`src/rtl/mem_arb_pkg.sv`:
```
// Shared types and constants for the two-requester memory arbiter.
package mem_arb_pkg;

  localparam int unsigned NREQ     = 2;
  localparam int unsigned RSP_ID_W = $clog2(NREQ);

  typedef enum logic {
    StInit,
    StRun
  } arb_state_e;

endpackage

```
`src/rtl/mem_arbiter_if.sv`:
```
// Request/response bus between the requesters (master) and mem_arbiter (slave).
interface mem_arbiter_if #(
  parameter int unsigned WIDTH = 80,
  parameter int unsigned AW    = 6
);
  import mem_arb_pkg::*;

  logic [NREQ-1:0]       req_valid;
  logic [NREQ-1:0]       req_ready;
  logic [NREQ-1:0]       req_we;
  logic [NREQ*AW-1:0]    req_addr;
  logic [NREQ*WIDTH-1:0] req_wdata;
  logic [NREQ-1:0]       rsp_valid;
  logic                  rsp_err;
  logic [WIDTH-1:0]      rsp_rdata;
  logic                  init_done;

  modport master (
    output req_valid, req_we, req_addr, req_wdata,
    input  req_ready, rsp_valid, rsp_err, rsp_rdata, init_done
  );

  modport slave (
    input  req_valid, req_we, req_addr, req_wdata,
    output req_ready, rsp_valid, rsp_err, rsp_rdata, init_done
  );

endinterface

```
`src/rtl/rr_arb2.sv`:
```
// Two-input round-robin arbiter; the pointer names the requester that wins a tie.
module rr_arb2 (
  input  logic       clk,
  input  logic       rst,
  input  logic [1:0] valid,
  input  logic       en,
  output logic [1:0] grant
);

  logic ptr_q;

  // One-hot grant: a lone requester always wins, a tie goes to the pointer.
  always_comb begin
    grant = 2'b00;
    case (valid)
      2'b01:   grant = 2'b01;
      2'b10:   grant = 2'b10;
      2'b11:   grant = ptr_q ? 2'b10 : 2'b01;
      default: grant = 2'b00;
    endcase
  end

  // Pointer moves to the other requester after every grant, holds otherwise.
  always_ff @(posedge clk or negedge rst) begin
    if (!rst) begin
      ptr_q <= 1'b0;
    end else if (en && (grant != 2'b00)) begin
      ptr_q <= grant[0];
    end
  end

endmodule

```
`src/rtl/mem_arbiter.sv`:
```
// Shares one synchronous-read memory between two valid/ready requesters with
// round-robin arbitration and an OFFSET..OFFSET+DEPTH-1 address window.
// Define MEM_ARB_INIT_EN to zero-fill the window after reset before serving requests.
module mem_arbiter
  import mem_arb_pkg::*;
#(
  parameter int unsigned WIDTH  = 80,
  parameter int unsigned DEPTH  = 32,
  parameter int unsigned OFFSET = 32,
  parameter int unsigned AW     = 6
) (
  input  logic             clk,
  input  logic             rst,
  mem_arbiter_if.slave     bus,
  output logic             mem_ren,
  output logic [AW-1:0]    mem_raddr,
  input  logic [WIDTH-1:0] mem_rdata,
  output logic             mem_wen,
  output logic [AW-1:0]    mem_waddr,
  output logic [WIDTH-1:0] mem_wdata
);

  localparam logic [AW:0] RangeLo = (AW+1)'(OFFSET);
  localparam logic [AW:0] RangeHi = (AW+1)'(OFFSET + DEPTH);

`ifdef MEM_ARB_INIT_EN
  localparam int unsigned FillW      = (DEPTH > 1) ? $clog2(DEPTH) : 1;
  localparam arb_state_e  ResetState = StInit;
  logic [FillW-1:0] fill_q;
`else
  localparam arb_state_e  ResetState = StRun;
`endif

  arb_state_e          state_q;
  logic                init_done_q;
  logic [1:0]          grant;
  logic                accept;
  logic                gnt_id;
  logic [AW-1:0]       addr_sel;
  logic [WIDTH-1:0]    wdata_sel;
  logic                we_sel;
  logic                in_range;
  logic                rsp_vld_q;
  logic [RSP_ID_W-1:0] rsp_id_q;
  logic                rsp_err_q;
  logic                rsp_rd_q;

  rr_arb2 u_arb (
    .clk   (clk),
    .rst   (rst),
    .valid (bus.req_valid),
    .en    (init_done_q),
    .grant (grant)
  );

  assign accept    = init_done_q && (bus.req_valid != '0);
  assign gnt_id    = grant[1];
  assign addr_sel  = gnt_id ? bus.req_addr[2*AW-1:AW] : bus.req_addr[AW-1:0];
  assign wdata_sel = gnt_id ? bus.req_wdata[2*WIDTH-1:WIDTH] : bus.req_wdata[WIDTH-1:0];
  assign we_sel    = bus.req_we[gnt_id];
  // Widened by one bit so OFFSET+DEPTH == 2^AW does not wrap.
  assign in_range  = ({1'b0, addr_sel} >= RangeLo) && ({1'b0, addr_sel} < RangeHi);

  assign bus.req_ready = init_done_q ? grant : 2'b00;
  assign bus.init_done = init_done_q;

  // Memory port steering: fill writes during INIT, granted in-range access in RUN.
  always_comb begin
    mem_ren   = 1'b0;
    mem_raddr = '0;
    mem_wen   = 1'b0;
    mem_waddr = '0;
    mem_wdata = '0;
`ifdef MEM_ARB_INIT_EN
    // Gated by rst so the strobe stays low while reset is held.
    if ((state_q == StInit) && rst) begin
      mem_wen   = 1'b1;
      mem_waddr = RangeLo[AW-1:0] + AW'(fill_q);
    end
`endif
    if (accept && in_range) begin
      if (we_sel) begin
        mem_wen   = 1'b1;
        mem_waddr = addr_sel;
        mem_wdata = wdata_sel;
      end else begin
        mem_ren   = 1'b1;
        mem_raddr = addr_sel;
      end
    end
  end

  // INIT/RUN sequencing with the registered init_done flag.
  always_ff @(posedge clk or negedge rst) begin
    if (!rst) begin
      state_q     <= ResetState;
      init_done_q <= 1'b0;
`ifdef MEM_ARB_INIT_EN
      fill_q      <= '0;
`endif
    end else begin
      case (state_q)
        StRun: init_done_q <= 1'b1;
        default: begin
`ifdef MEM_ARB_INIT_EN
          fill_q <= fill_q + 1'b1;
          if (fill_q == FillW'(DEPTH - 1)) begin
            state_q     <= StRun;
            init_done_q <= 1'b1;
          end
`else
          state_q <= StRun;
`endif
        end
      endcase
    end
  end

  // Response register: one-cycle strobe for every accepted request.
  always_ff @(posedge clk or negedge rst) begin
    if (!rst) begin
      rsp_vld_q <= 1'b0;
      rsp_id_q  <= '0;
      rsp_err_q <= 1'b0;
      rsp_rd_q  <= 1'b0;
    end else begin
      rsp_vld_q <= accept;
      rsp_id_q  <= RSP_ID_W'(gnt_id);
      rsp_err_q <= accept && !in_range;
      rsp_rd_q  <= accept && in_range && !we_sel;
    end
  end

  assign bus.rsp_valid = rsp_vld_q ? (NREQ'(1) << rsp_id_q) : '0;
  assign bus.rsp_err   = rsp_err_q;
  // Read data arrives from the memory one cycle after the strobe.
  assign bus.rsp_rdata = rsp_rd_q ? mem_rdata : '0;

endmodule

```
`src/flat_wrapper.sv`:
```
// flat-port wrapper written by rule: the top's interface ports become plain ports
module mem_arbiter_flat import mem_arb_pkg::*;
#(
  parameter int unsigned WIDTH  = 80,
  parameter int unsigned DEPTH  = 32,
  parameter int unsigned OFFSET = 32,
  parameter int unsigned AW     = 6
)
  (clk, rst, mem_ren, mem_raddr, mem_rdata, mem_wen, mem_waddr, mem_wdata, bus_req_valid, bus_req_we, bus_req_addr, bus_req_wdata, bus_req_ready, bus_rsp_valid, bus_rsp_err, bus_rsp_rdata, bus_init_done);
  mem_arbiter_if #(.WIDTH(WIDTH), .AW(AW)) bus_i ();
  input  logic clk;
  input  logic rst;
  output logic mem_ren;
  output logic [AW-1:0] mem_raddr;
  input  logic [WIDTH-1:0] mem_rdata;
  output logic mem_wen;
  output logic [AW-1:0] mem_waddr;
  output logic [WIDTH-1:0] mem_wdata;
  input wire logic [$bits(bus_i.req_valid)-1:0] bus_req_valid;
  input wire logic [$bits(bus_i.req_we)-1:0] bus_req_we;
  input wire logic [$bits(bus_i.req_addr)-1:0] bus_req_addr;
  input wire logic [$bits(bus_i.req_wdata)-1:0] bus_req_wdata;
  output wire logic [$bits(bus_i.req_ready)-1:0] bus_req_ready;
  output wire logic [$bits(bus_i.rsp_valid)-1:0] bus_rsp_valid;
  output wire logic [$bits(bus_i.rsp_err)-1:0] bus_rsp_err;
  output wire logic [$bits(bus_i.rsp_rdata)-1:0] bus_rsp_rdata;
  output wire logic [$bits(bus_i.init_done)-1:0] bus_init_done;
  assign bus_i.req_valid = bus_req_valid;
  assign bus_i.req_we = bus_req_we;
  assign bus_i.req_addr = bus_req_addr;
  assign bus_i.req_wdata = bus_req_wdata;
  assign bus_req_ready = bus_i.req_ready;
  assign bus_rsp_valid = bus_i.rsp_valid;
  assign bus_rsp_err = bus_i.rsp_err;
  assign bus_rsp_rdata = bus_i.rsp_rdata;
  assign bus_init_done = bus_i.init_done;
  mem_arbiter #(.WIDTH(WIDTH), .DEPTH(DEPTH), .OFFSET(OFFSET), .AW(AW)) u_core (.clk(clk), .rst(rst), .bus(bus_i), .mem_ren(mem_ren), .mem_raddr(mem_raddr), .mem_rdata(mem_rdata), .mem_wen(mem_wen), .mem_waddr(mem_waddr), .mem_wdata(mem_wdata));
endmodule
```
`config.mk`:
```
export PLATFORM = sky130hd
export DESIGN_NAME = mem_arbiter_flat
export DESIGN_NICKNAME = d
export VERILOG_FILES = /design/src/rtl/mem_arb_pkg.sv /design/src/rtl/mem_arbiter_if.sv /design/src/rtl/rr_arb2.sv /design/src/rtl/mem_arbiter.sv /design/src/flat_wrapper.sv
export SDC_FILE = /design/constraint.sdc
export NUM_CORES = 1
export LEC_CHECK = 0
export ABC_AREA = 1
export CAP_MARGIN = 20
export CORE_AREA = 2 2 169 171
export DETAILED_ROUTE_END_ITERATION = 10
export DIE_AREA = 0 0 171 173
export DONT_BUFFER_PORTS = 1
export GPL_TIMING_DRIVEN = 0
export HOLD_SLACK_MARGIN = 0.12
export SLEW_MARGIN = 20
export SYNTH_ARGS = -nofsm -noshare
export SYNTH_HDL_FRONTEND = slang
export SYNTH_SLANG_ARGS = --single-unit
```
`constraint.sdc`:
```
create_clock -name clk -period 1.6 [get_ports clk]
set_input_delay 0.24 -clock clk [delete_from_list [all_inputs] [get_ports clk]]
set_output_delay 0.24 -clock clk [all_outputs]
set_load 0.02 [all_outputs]
```
After elaboration in Yosys (flattened, before gate mapping). Index checks and enable logic that the tools add are counted.

Bits in read-only memories: 0. Bits in registers: 6. Bits in latches: 0. Logic and storage cells: 40. Output and inout port bits: 180. Memories kept: 0. RAM bits: 0. Input port bits: 258.

Shift-type cells: 1. Multiplexer cells: 19. Reductions and logical operators: 9. Order comparisons: 2. Multipliers: 0. Divide/modulo/power cells: 0. Bitwise operators: 0. Add/sub/neg operators: 0. Equality and inequality tests: 3.

Operators with widths (count): $mux W80 (4); $mux W6 (5); $ge A6 B6 Y1 const B (1); $mux W1 (6); $mux W2 (3); $pmux W2 S3 (1); $logic_and A1 B1 Y1 (5); $eq A2 B2 Y1 const B (2); $reduce_bool A2 Y1 (2); $eq A2 B1 Y1 const B (1); $logic_not A1 Y1 (2); $lt A1 B2 Y1 const B (1); $shl A1 B1 Y2 const A (1).

Longest topological paths before layout. Gate-level depths: netlist (run 1).

Depth after elaboration: 6. Mapped depth: 9. Depth with buffers taken out: 7.

Cells and area by module. From an unflattened synthesis (run 1), not the netlist that was laid out.

Cells, all modules: 685. Area, all modules: 2886.5 um^2.

Modules (own cells, without submodules): mem_arbiter (times used 1, cells an instance 677, area an instance 2826.5 um^2, seq. area each 125.1 um^2); rr_arb2 (times used 1, cells an instance 8, area an instance 60.1 um^2, seq. area each 25.0 um^2).

Least setup slack after synthesis (run 1). Ideal clock, no wire load.

Path type: register -> output. From: register u_core.u_arb.ptr_q. To: output mem_waddr[0]. Buffers on the path: 1. Data required time: 1360 ps. Slack: -26 ps. Arrival: 1386 ps. Cell stages (with the launch flop): 9. Cell sequence: dfrtp_1 inv_1 nand2_2 nand2_4 nand2_1 nand2_2 clkbuf_1 nand2_1 nor2_1.

Longest elaborated chain between the ends: 6. Elaborated cells between the ends (all ways): 9. Those cells by class: 1 x order compare; 7 x mux; 1 x reduce/logical.

Ends and longest elaborated chain: from (decl) (line rr_arb2.sv:10) `logic ptr_q;`; from (signal assigned) (line rr_arb2.sv:28) `ptr_q <= grant[0];`; $mux W2 (*) (line rr_arb2.sv:18) `2'b11: grant = ptr_q ? 2'b10 : 2'b01;`; $pmux W2 S3 (*) (line rr_arb2.sv:15) `case (valid)`; $mux W6 or $mux W1 (tied branches) (line mem_arbiter.sv:58, mem_arbiter.sv:60); $ge A6 B6 Y1 or $mux W1 (tied branches) (line mem_arbiter.sv:62, mem_arbiter.sv:60); $logic_and A1 B1 Y1 or $mux W6 (tied branches) (line mem_arbiter.sv:81, mem_arbiter.sv:82); $mux W6 (*) (line mem_arbiter.sv:81) `if (accept && in_range) begin`; to (decl) (line flat_wrapper.sv:17) `output logic [AW-1:0] mem_waddr;`.

Mark *: on every way between the ends. The rest lies on a longest branch, timed or not. The select of a mux whose other input is x is not followed.

Worst setup path after layout (run 1).
From: register u_core.u_arb.ptr_q. To: output mem_ren.

Longest elaborated chain between the ends: 6. Elaborated cells between the ends (all ways): 9. Those cells by class: 1 x order compare; 7 x mux; 1 x reduce/logical.

Ends and longest elaborated chain: $mux W2 (*) (line rr_arb2.sv:18); $pmux W2 S3 (*) (line rr_arb2.sv:15); $mux W6 or $mux W1 (tied branches) (line mem_arbiter.sv:58, mem_arbiter.sv:60); $ge A6 B6 Y1 or $mux W1 (tied branches) (line mem_arbiter.sv:62, mem_arbiter.sv:60); $logic_and A1 B1 Y1 or $mux W1 (tied branches) (line mem_arbiter.sv:81, mem_arbiter.sv:82); $mux W1 (*) (line mem_arbiter.sv:81); to (decl) (line flat_wrapper.sv:13) `output logic mem_ren;`.

Marked as above.

==> results.sh, run 1 <==
export IMPL_yosys_area_top_type="nand2_1"
export IMPL_clkTransAtPathRegs_ps=40
export IMPL_setup_slack_ps=-409
export IMPL_async_reset_ff_share_pct=100
export IMPL_cp_data_required_time_ps=1360
export IMPL_post_route_util_pct=19.0
export IMPL_vdd_ir_drop_max_v=0.000231
export IMPL_yosys_most_used_dff="dfrtp_1"
export IMPL_slowest_delay_ps=380
export IMPL_final_nets=987
export IMPL_drt_iter0_drc=276
export IMPL_wl_um=20900
export IMPL_drc=0
export IMPL_worst_pin_slew_ps=577
export IMPL_place_gp_congestion=0.861
export IMPL_ys_top_cells_by_area="nand2_1 44%, nand3_1 15%, nor2_1 12%, inv_1 12%, dfrtp_1 5.1%"
export IMPL_htree_levels=1
export IMPL_wl_met3_um=2210
export IMPL_hold_viol_final=0
export IMPL_ys_types=16
export IMPL_antenna_found_initial=2
export IMPL_vias=4632
export IMPL_synth_commonest_cells="346 x nand2_1, 97 x nor2_1, 90 x inv_1"
export IMPL_grt_pass1_vias=4459
export IMPL_synth_top_area_share_pct=44.3
export IMPL_skew_ps=1.54
export IMPL_finalSetupViolCount=97
export IMPL_clock_sinks=6
export IMPL_leakagePower_nw=2.74
export IMPL_critPathKind="flip-flop to output pin"
export IMPL_initial_core_util_pct=10.6
export IMPL_violations="setup timing"
export IMPL_die_area_um2=29600
export IMPL_ys_seq_area_share_pct=5.12
export IMPL_syn_inst=691
export IMPL_rsz0062_at_grt="true"
export IMPL_num_io_pins=438
export IMPL_ys_warn_count=0
export IMPL_ys_ff_latch=6
export IMPL_grt_start_max_net_pins=11
export IMPL_synth_most_common_cell="nand2_1"
export IMPL_outcome="complete, but fails checks"
export IMPL_dr_pass1_iters=5
export IMPL_area_delta_synth_final_pct=79.2
export IMPL_fmax_mhz=498
export IMPL_wl_met1_um=7710
export IMPL_layout_drive_gt1_share_pct=32.6
export IMPL_post_route_period_util_pct=126
export IMPL_clockRootBuffer="clkbuf_16"
export IMPL_cts_tree="done"
export IMPL_io_buffers=0
export IMPL_arrival_ps=1770
export IMPL_rows=61
export IMPL_hp_class="input pin to flip-flop"
export IMPL_synth_nets=949
export IMPL_core_um2=27600
export IMPL_slew_headroom_pct=61.6
export IMPL_post_route_min_period_ps=2010
export IMPL_worstSkewPairLatency_ps=230
export IMPL_track_usage_pct=12.9
export IMPL_gr_total_overflow=0
export IMPL_drv_slew=0
export IMPL_drt_wirelength_per_cell_um=18.9
export IMPL_crit_path_end_kind="output pin"
export IMPL_ant_nets=0
export IMPL_synth_edff_count=0
export IMPL_via_per_inst=4.19
export IMPL_avgSynthCellArea_um2=4.24
export IMPL_pwr_density_cell_nw_per_um2=499
export IMPL_syn_area_um2=2930
export IMPL_dr_wl_met2_um=10600
export IMPL_die_w_um=171
export IMPL_fin_cells=1106
export IMPL_cp_common_cell="buf_12"
export IMPL_numCtsBuffers=3
export IMPL_cp_top_family="buffers and inverters"
export IMPL_dp_final_hpwl_um=16200
export IMPL_clk_path_buf_depth=2
export IMPL_die_y_um=173
export IMPL_fillers=3110
export IMPL_dp_cells=1069
export IMPL_critPathLaunchType="flip-flop"
export IMPL_worst_hold_slack_ps=262
export IMPL_critPathBufInv=4
export IMPL_slowest_stage="dfrtp_1"
export IMPL_cp_cell_sequence="inv_2 -> nand2_8 -> buf_12 -> nand3_2 -> nand3_4 -> buf_12 -> buf_12 -> nor2_4"
export IMPL_top_layer_used="met5"
export IMPL_grt_pass1_wl_um=28300
export IMPL_cap_violations=0
export IMPL_path_max_fanout=9
## path summary, 6_finish.rpt
path,startpoint,end,slack (ps),depth (start not counted)
worst min register to register,u_core.u_arb.ptr_q,u_core.u_arb.ptr_q,510,2
max in group asynchronous,rst,u_core.bus.init_done,970,1
min in group asynchronous,rst,u_core.bus.rsp_err,350,1
worst max register to register,u_core.u_arb.ptr_q,u_core.rsp_rd_q,-50,8
worst min-delay path,bus_req_valid[0],u_core.bus.rsp_err,260,2
worst max-delay path,u_core.u_arb.ptr_q,mem_ren,-410,8
## cell usage in the layout (no fill, tap or decap), drive strengths merged
cell         count
a21oi            1
buf             72
clkbuf          19
conb             1
dfrtp            6
diode            1
dlygate4sd3      1
inv             90
nand2          349
nand3           89
nor2            97
o21ai            2
## state kept, by name (all words and copies together), names as in the netlist
| name | flops |
|---|---|
| u_core.bus.init_done | 1 |
| u_core.rsp_vld_q | 1 |
| u_core.rsp_rd_q | 1 |
| u_core.u_arb.ptr_q | 1 |
| u_core.bus.rsp_err | 1 |
| u_core.rsp_id_q | 1 |
## power by group
group / total, mW / switching (mW) / internal [mW]
registers: 0.180 / 0.0150 / 0.165
clock network: 0.412 / 0.0909 / 0.321
logic: 2.03 / 1.30 / 0.721
total: 2.62 / 1.41 / 1.21
## cells by family (layout without fill, tap and decap cells)
| group | after synthesis | in the layout | share of synthesized area (%) |
|---|---|---|---|
| flops | 6 | 6 | 5.12 |
| compound gates | 3 | 3 | 0.640 |
| simple gates | 535 | 535 | 72.9 |
| other cells | 1 | 2 | 0.128 |
| buf+inv | 146 | 182 | 21.2 |
## stage by stage
step	instance area, µm²	total power, mW	setup WS, ps	TNS (ps)
floorplan	3000	1.13	-25.7	-737
global placement	3470	1.42	-1090	-73990
detailed placement	3470	1.44	-1060	-72070
CTS	5030	2.51	-529	-41030
global route	5250	2.80	-495	-40620
finish	5250	2.62	-409	-33340
## routing by layer
metal  up-vias  global-route usage (%)
li1       2104                       -
met1      2089                    14.7
met2       392                    24.1
met3        45                    3.32
met4         2                    2.26
met5         -                       0
## area by class of cell
| cell class | count | area, µm² | area share, % |
|---|---|---|---|
| diodes | 1 | 2.50 | 0.0476 |
| plain buffers | 50 | 527 | 10.0 |
| clock buffers | 3 | 75.1 | 1.43 |
| inverters | 90 | 338 | 6.43 |
| multi-input cells | 539 | 3080 | 58.6 |
| flip-flops and latches | 6 | 153 | 2.91 |
| well taps | 378 | 473 | 9.00 |
| repair buffers | 39 | 606 | 11.5 |
## repair_timing
item / CTS / global route
resized for setup: 280 / 65
setup endpoints to repair: 178 / 126
endpoints found under the hold margin: 6 / 0
pin swaps: 69 / 28
buffers inserted: 25 / 5
hold buffers: 1 / 0
cloned: 5 / 5
(Power assumes the default switching activity.)
==> run 2: changes to the inputs <==
- ABC_AREA: 1 -> default
- CORE_AREA: 2 2 169 171 -> 2 2 171 173
- DIE_AREA: 0 0 171 173 -> 0 0 173 175
- SKIP_LAST_GASP: default -> 1
==> run 2 against run 1 <==
  * The run still ends with setup timing left
  * Count of clock-buffer cells in the layout unchanged
  * Via count decreased by 1.4%
  * Die area rose by 2.3%
  * Fmax is 3.8% lower
  * Global-route usage up 4.0 points
  * Design area is 7.8% higher
  * Power shrank 4.2%
  * Non-clock buffer count is 19 higher
==> results.sh, run 2 <==
export IMPL_outcome="complete, but fails checks"
export IMPL_violations="setup timing"
export IMPL_synth_top_family_by_area="compound AO/OA/AOI/OAI gates"
export IMPL_clkTransAtPathRegs_ps=30
export IMPL_worst_pin_slew_ps=692
export IMPL_post_route_util_pct=19.9
export IMPL_clockRootBuffer="clkbuf_16"
export IMPL_muxShareOfSynthArea_pct=0
export IMPL_clock_sinks=6
export IMPL_synth_commonest_cells="92 x a211oi_1, 85 x nand4_1, 85 x o211ai_1"
export IMPL_yosys_area_share_adder_pct=0
export IMPL_avgSynthCellArea_um2=6.68
export IMPL_cap_violations=0
export IMPL_dp_cells=859
export IMPL_ys_types=23
export IMPL_wl_um=27400
export IMPL_dr_pass1_iters=4
export IMPL_critPathKind="flip-flop to output pin"
export IMPL_synth_compound_gate_area_share_pct=44.3
export IMPL_io_buffers=0
export IMPL_leakagePower_nw=1.33
export IMPL_rsz0062_at_grt="true"
export IMPL_path_max_fanout=8
export IMPL_layout_common_cells="86 x a211oi_4, 85 x nand4_1, 85 x o211ai_1"
export IMPL_pwr_density_cell_nw_per_um2=443
export IMPL_post_route_period_util_pct=131
export IMPL_num_io_pins=438
export IMPL_setup_slack_ps=-490
export IMPL_drc=0
export IMPL_vdd_ir_drop_max_v=0.000336
export IMPL_ys_seq_area_share_pct=4.73
export IMPL_cts_tree="done"
export IMPL_layout_drive_gt1_share_pct=46.5
export IMPL_drt_wirelength_per_cell_um=31.0
export IMPL_cp_data_required_time_ps=1360
export IMPL_drt_iter0_drc=315
export IMPL_synth_most_common_cell="a211oi_1"
export IMPL_synth_nets=733
export IMPL_initial_core_util_pct=11.2
export IMPL_skew_ps=4.27
export IMPL_pre_cts_ws_ps=-1190
export IMPL_setup_tns_ps=-41500
export IMPL_gr_total_overflow=0
export IMPL_yosys_area_top_type="a211oi_1"
export IMPL_fillers=3129
export IMPL_hp_class="input pin to flip-flop"
export IMPL_critPathLaunchType="flip-flop"
export IMPL_yosys_most_used_dff="dfrtp_1"
export IMPL_ys_warn_count=0
export IMPL_vias=4565
export IMPL_track_usage_pct=16.8
export IMPL_grt_pass1_vias=4485
export IMPL_slew_headroom_pct=53.4
export IMPL_fmax_mhz=479
export IMPL_area_delta_synth_final_pct=78.4
export IMPL_arrival_ps=1850
export IMPL_via_per_inst=5.16
export IMPL_htree_levels=1
export IMPL_fin_cells=885
export IMPL_ys_ff_latch=6
export IMPL_grt_start_max_net_pins=11
export IMPL_worstSkewPairLatency_ps=230
export IMPL_numCtsBuffers=3
export IMPL_synth_top_area_share_pct=21.8
export IMPL_syn_inst=475
export IMPL_synth_edff_count=0
export IMPL_place_gp_congestion=0.854
export IMPL_clk_path_buf_depth=2
export IMPL_layout_commonest_cell="a211oi_4"
export IMPL_synth_xor_xnor_area_share_pct=0
export IMPL_crit_path_end_kind="output pin"
export IMPL_die_w_um=173
export IMPL_post_route_min_period_ps=2090
export IMPL_core_um2=28400
export IMPL_hold_viol_final=0
export IMPL_final_nets=757
export IMPL_ant_nets=0
export IMPL_drv_slew=0
export IMPL_ys_top_cells_by_area="a211oi_1 22%, o211ai_1 20%, nand4_1 17%, and2_1 16%, clkbuf_1 5.6%"
export IMPL_dp_final_hpwl_um=22400
export IMPL_die_area_um2=30300
export IMPL_finalSetupViolCount=98
export IMPL_rows=62
export IMPL_syn_area_um2=3170
export IMPL_die_y_um=175
export IMPL_antenna_found_initial=16
export IMPL_grt_pass1_wl_um=36500
export IMPL_synth_simple_area_share_pct=37.0
export IMPL_async_reset_ff_share_pct=100
==> run 2: report_power, final <==
| group | leakage, nW | total [mW] | switching, mW | internal, mW |
|---|---|---|---|---|
| sequential | 0.0712 | 0.189 | 0.0232 | 0.166 |
| combinational | 1.22 | 1.92 | 1.24 | 0.678 |
| clock | 0.0370 | 0.397 | 0.0766 | 0.320 |
| total | 1.33 | 2.51 | 1.34 | 1.16 |
==> run 2: path summary, 6_finish.rpt <==
check,start,end,slack (ps),cells past startpoint
max in group asynchronous,rst,u_core.u_arb.ptr_q,990,1
min reg2reg,u_core.u_arb.ptr_q,u_core.u_arb.ptr_q,570,1
max reg2reg,u_core.u_arb.ptr_q,u_core.rsp_rd_q,-100,5
min in group asynchronous,rst,u_core.rsp_rd_q,350,1
max,u_core.u_arb.ptr_q,mem_wdata[46],-490,6
min,bus_req_addr[11],u_core.bus.rsp_err,230,2
==> run 2: per-layer routing <==
layer  part of all wire, %  wire, µm  GRT usage (%)
met1                    34      9200           17.5
met5                     0         0              0
met4                   2.1       580           2.51
met2                    53     14600           32.4
met3                    11      3020           6.53
==> run 2: cells by family after synthesis <==
family	after synthesis
AND/OR/NAND/NOR	186
AO/OA/AOI/OAI	189
other	1
buffers and inverters	93
flip-flops	6
==> run 2: timing repair <==
item	CTS	global route
hold buffers	2	0
cloned	4	2
endpoints found under the setup margin	179	159
pin swaps	58	41
gates resized for setup	291	57
hold endpoints to repair	7	0
buffers inserted	7	6
==> run 2: per-stage QoR <==
step | hold slack [ps] | power (mW) | instance area [µm²]
floorplan | -55.6 | 1.06 | 3320
global placement | -54.8 | 1.35 | 3800
detailed placement | -54.8 | 1.36 | 3800
CTS | 226 | 2.43 | 5470
global route | 234 | 2.64 | 5660
finish | 232 | 2.51 | 5660
==> run 2: final cells by class <==
| type | count | area (µm²) | share of cell area, % |
|---|---|---|---|
| clock buffer | 3 | 75.1 | 1.33 |
| buffer | 87 | 802 | 14.2 |
| timing repair buffer | 21 | 327 | 5.77 |
| antenna | 4 | 10.0 | 0.177 |
| sequential | 6 | 154 | 2.72 |
| tap | 384 | 480 | 8.48 |
| multi-input combinational | 376 | 3800 | 67.1 |
| inverter | 4 | 15.0 | 0.265 |
==> run 2: critical path, stage by stage, from the launching register on <==
cell and delay [ps]:
dfrtp_2 410, nand2b_4 240, a32oi_4 180, buf_12 200, buf_16 160, buf_12 130, a211oi_4 290
